### config.mk
export PLATFORM = sky130hd
export DESIGN_NAME = gpio_bank
export DESIGN_NICKNAME = d
export VERILOG_FILES = /design/src/rtl/gpio_bank.sv
export SDC_FILE = /design/constraint.sdc
export NUM_CORES = 1
export LEC_CHECK = 0
export CORE_ASPECT_RATIO = 2
export CORE_MARGIN = 10
export CORE_UTILIZATION = 50
export CTS_BUF_LIST = sky130_fd_sc_hd__clkbuf_8
export CTS_CLUSTER_SIZE = 16
export DETAILED_ROUTE_END_ITERATION = 8
export PLACE_DENSITY = 0.87
export RECOVER_POWER = 50
export SYNTH_ARGS = -nofsm -noshare
export SYNTH_HDL_FRONTEND = slang
export SYNTH_SLANG_ARGS = --single-unit
### constraint.sdc
create_clock -name i_clk -period 2.2 [get_ports i_clk]
set_clock_uncertainty 0.2 [all_clocks]
set_input_delay 0.44 -clock i_clk [delete_from_list [all_inputs] [get_ports i_clk]]
set_output_delay 0.44 -clock i_clk [all_outputs]
set_load 0.1 [all_outputs]
### src/rtl/gpio_bank.sv
// Memory-mapped GPIO bank: per-bit direction, atomic set/clear/toggle writes,
// synchronised inputs, rise/fall edge capture into sticky EVENT bits and an irq.

module gpio_lane #(
    parameter int SYNC_STAGES = 2
) (
    input  logic gclk,
    input  logic reset,
    input  logic pin,
    input  logic rise_en,
    input  logic fall_en,
    input  logic ev_clr,
    output logic in_bit,
    output logic ev_bit
);
    logic [SYNC_STAGES-1:0] sync;
    logic                   prev;
    logic                   hit;

    assign in_bit = sync[SYNC_STAGES-1];
    assign hit    = (in_bit & ~prev & rise_en) | (~in_bit & prev & fall_en);

    // A new edge beats a coincident write-1-to-clear on the same bit.
    always_ff @(posedge gclk) begin
        if (reset) begin
            sync   <= '0;
            prev   <= 1'b0;
            ev_bit <= 1'b0;
        end else begin
            sync   <= {sync[SYNC_STAGES-2:0], pin};
            prev   <= in_bit;
            ev_bit <= (ev_bit & ~ev_clr) | hit;
        end
    end
endmodule

module gpio_bank #(
    parameter logic [15:0] OFFSET      = 16'h8100,
    parameter int          WIDTH       = 8,
    parameter int          SYNC_STAGES = 2
) (
    input  logic             i_clk,
    input  logic             i_reset,
    input  logic [15:0]      read_addr,
    output logic [15:0]      read_data,
    input  logic [15:0]      write_addr,
    input  logic [15:0]      write_data,
    input  logic             write_strobe,
    input  logic [WIDTH-1:0] i_pins,
    output logic [WIDTH-1:0] output_pins,
    output logic [WIDTH-1:0] o_output_enable,
    output logic             o_irq
);
    typedef enum logic [3:0] {
        R_OUT = 4'd0, R_SET = 4'd1, R_CLR = 4'd2, R_TGL = 4'd3, R_DIR = 4'd4,
        R_IN  = 4'd5, R_REN = 4'd6, R_FEN = 4'd7, R_EVT = 4'd8
    } reg_idx_t;

    logic [WIDTH-1:0] out_q, dir_q, ren_q, fen_q;
    logic [WIDTH-1:0] in_v, ev_v, ev_clr;
    logic [WIDTH-1:0] wdata;
    logic             wr_en, rd_sel;
    logic [15:0]      rd_val;

    assign wr_en  = write_strobe && (write_addr[15:4] == OFFSET[15:4]);
    assign rd_sel = (read_addr[15:4] == OFFSET[15:4]);
    assign wdata  = write_data[WIDTH-1:0];
    assign ev_clr = (wr_en && write_addr[3:0] == R_EVT) ? wdata : '0;

    genvar g;
    generate
        for (g = 0; g < WIDTH; g++) begin : g_lane
            gpio_lane #(.SYNC_STAGES(SYNC_STAGES)) u_lane (
                .gclk    (i_clk),
                .reset   (i_reset),
                .pin     (i_pins[g]),
                .rise_en (ren_q[g]),
                .fall_en (fen_q[g]),
                .ev_clr  (ev_clr[g]),
                .in_bit  (in_v[g]),
                .ev_bit  (ev_v[g])
            );
        end
    endgenerate

    always_ff @(posedge i_clk) begin
        if (i_reset) begin
            out_q <= '0;
            dir_q <= '0;
            ren_q <= '0;
            fen_q <= '0;
        end else if (wr_en) begin
            case (write_addr[3:0])
                R_OUT:   out_q <= wdata;
                R_SET:   out_q <= out_q | wdata;
                R_CLR:   out_q <= out_q & ~wdata;
                R_TGL:   out_q <= out_q ^ wdata;
                R_DIR:   dir_q <= wdata;
                R_REN:   ren_q <= wdata;
                R_FEN:   fen_q <= wdata;
                default: ;
            endcase
        end
    end

    always_comb begin
        rd_val = 16'h0000;
        case (read_addr[3:0])
            R_OUT, R_SET, R_CLR, R_TGL: rd_val = 16'(out_q);
            R_DIR:   rd_val = 16'(dir_q);
            R_IN:    rd_val = 16'(in_v);
            R_REN:   rd_val = 16'(ren_q);
            R_FEN:   rd_val = 16'(fen_q);
            R_EVT:   rd_val = 16'(ev_v);
            default: rd_val = 16'h0000;
        endcase
    end

    // Read data is zero when unselected so it can be OR-combined on the bus.
    always_ff @(posedge i_clk) begin
        if (i_reset) begin
            read_data <= 16'h0000;
            o_irq     <= 1'b0;
        end else begin
            read_data <= rd_sel ? rd_val : 16'h0000;
            o_irq     <= |ev_v;
        end
    end

    assign output_pins     = out_q;
    assign o_output_enable = dir_q;
endmodule

==> metrics.txt <==
fin crit share=0.9601; starting density of the core=0.5131; leading area contributor after synthesis=dfxtp_1; synth unique cells=38; fin cells=around 560; DIE HEIGHT=~140 µm; Rel. slew slack=0.6032; GP Congestion=around 0.88; Layout Cell Area excl Fill=4682 µm²; Mapped Area=between 3000 and 4000 µm²; Final Power=around 2.6 mW; crit path DAT=2140 ps; dpl hpwl=around 7.6 mm; Chip Width=approximately 79 µm; Period minus WS final=~2100 ps; Port Buffers=75; layout cells sized above 1=0.1962; DRT iter0 DRCs=around 170; RSZ-0062 raised after global routing=no; transition time of the tightest slew-check pin=595.3 ps; Clock Latency Late Sink=350 ps; final hold slack=about 240 ps; maxcap violations=0; TNS Setup=0 ps; CP max stage delay=~460 ps; num ports=92; CP max-delay cell=clkdlybuf4s50_1; Warnings, synthesis=0; CP Cell Sequence=clkdlybuf4s50_1 > nor4bb_4 > nand4_1 > buf_4 > buf_4 > nand3b_4 > mux2i_1; die area=11030 µm²; Total Routing Usage GR=0.1753; number of buffers created by CTS=9; crit path launch type=primary input; Power Density=558.5 nW/µm²; First-pass DRT Iterations=4; Static Leak=around 1.9 nW; Worst Path Required=about 2200 ps; Comb power frac=0.135; Clock power frac=0.350; DP Cell Count=about 550; clock sink total=73; Setup violations, final=0; Post-synth EDFFs=0; Max Root-Sink Buffers=2; syn_area_per_cell=between 9 and 10 µm²; core area=6887 µm²; Nets=around 550; share of synthesized flip-flops with an asynchronous set or reset=0; CP bufs+invs=3; Ant. Diodes=0; r2r startpoint=output_pins[1]; status=completed; CP max FO=8; DP Area=approximately 4600 µm²; global-route wire length before repair=15.59 mm; Area Growth Syn to Fin=32.51%; switching share of power=0.2614; Yosys reg bits=73; Internal=~1.9 mW; Syn Inst Count=around 370; Most used DFF post-synth=dfxtp_1; synth cell count leaders=dfxtp_1, nand2_1, mux2i_1; Hold Crit Start=g_lane[6].u_lane.sync[0]; cts hold-fix bufs=0; gr ovfl total=0; Crit Path Category=in -> reg; Rows=43; H-tree levels=3; post-route ant nets=0; most used cell, CP=buf_4; CTS tree=built; Worst setup startpoint=write_addr[15]; vias per cell=between 5 and 6; clock-pin slew on the worst setup and hold paths=roughly 80 ps; pin count of the biggest net entering global routing=35; sequential share of power=0.515; Hold Path Class=reg -> reg; most frequent cell after synthesis=dfxtp_1; Post-Route WL=about 9.5 mm; Vias=slightly above 3000; CP Capture Type=flip-flop; fmax=roughly 470 MHz; top post-synthesis cells by area=dfxtp_1, mux2i_1, ha_1, nand2_1, nor2b_1; Synth top area share=0.4136; Seq/Total Area, Yosys=0.4136; net switching power figure=0.6837 mW; VDD IR max=roughly 0.50 mV; drt wl/cell=about 17 µm; CTS Root Cell=clkbuf_8; final hold violation count=0; drc violations=0; CP delay by family, top=buffers and inverters; vias in the first global route=around 3400; Pins Over Slew Limit=0; initial antenna violation count=0
worst paths after layout:
kind                                                  to  slack (ps)  cells after the start
worst max-delay path                            fen_q[1]          90                      7
worst min-delay path            g_lane[6].u_lane.sync[1]         240                      1
worst max register to register            output_pins[1]         520                      6
worst min register to register  g_lane[6].u_lane.sync[1]         240                      1
registers in the layout, indices dropped and copies added (netlist names):
signal and count:
o_irq 1, g_lane.u_lane.sync 16, ren_q 8, output_pins 8, g_lane.u_lane.ev_bit 8, fen_q 8
read_data 8, g_lane.u_lane.prev 8, o_output_enable 8
power by group through the flow:
stage | logic (mW) | registers [mW] | clock network [mW]
2_1_floorplan | 0.194 | 1.37 | 0
3_3_place_gp | 0.335 | 1.38 | 0
3_5_place_dp | 0.346 | 1.38 | 0
4_1_cts | 0.348 | 1.35 | 0.927
5_1_grt | 0.379 | 1.35 | 0.984
6_report | 0.354 | 1.35 | 0.915
cells by family (layout without fill, tap and decap cells):
logic type                 count (synthesis)  after routing  share of synthesized area
adders and majority gates                 16             16                    0.05666
other                                      1              8                   0.001061
and+or+nand+nor                          137            137                     0.2273
buffers and inverters                     46            139                    0.06374
muxes                                     40             40                     0.1381
AOI/OAI and AO/OA                         61             61                    0.09951
DFF                                       73             73                     0.4136
layout make-up:
| cell class | count | area [µm²] |
|---|---|---|
| clock buffers | 10 | 137.6 |
| clock inverters | 5 | 33.78 |
| fillers | 548 | 2205 |
| inverters | 17 | 63.81 |
| multi-input cells | 262 | 1933 |
| flip-flops and latches | 73 | 1461 |
| well taps | 90 | 112.6 |
| repair buffers | 107 | 939.7 |
metrics by stage:
step	utilization	worst slack (ps)
3_5_place_dp	0.6724	-382.2
6_report	0.6799	87.87
3_3_place_gp	0.6724	-206.7
4_1_cts	0.6995	90.05
2_1_floorplan	-	122.3
5_1_grt	0.6799	2.151
layout by cell type, fill, tap and decap left out, types with 2 or more instances in the layout:
cell type and count:
o21ai_0 17, clkbuf_8 10, buf_12 5, buf_6 2
a21oi_1 26, clkinv_4 2, nor2b_1 27, nor4_1 2
nand3b_1 17, o2bb2ai_2 5, clkbuf_2 22, ha_1 16
nor4b_2 3, nor3_1 8, mux2i_1 33, a31oi_1 8
conb_1 8, mux4_2 7, nand2_1 48, nand3_1 9
o2bb2ai_1 3, clkdlybuf4s50_1 49, nor2_1 10, inv_1 17
dfxtp_1 73, buf_4 27
layer usage:
layer / GRT usage / vias up / part of all wire
li1: - / 1485 / -
met1: 0.1572 / 1478 / 0.35
met2: 0.3350 / 85 / 0.58
met3: 0.03636 / 23 / 0.040
met4: 0.1026 / 0 / 0.031
met5: 0 / - / 0
what timing repair did:
item | in CTS | in global routing
setup buffers | 2 | 0
resized for setup | 0 | 11
pin swaps | 1 | 2
endpoints found under the setup margin | 3 | 28
Note: power is estimated with default switching activity, not from simulation.
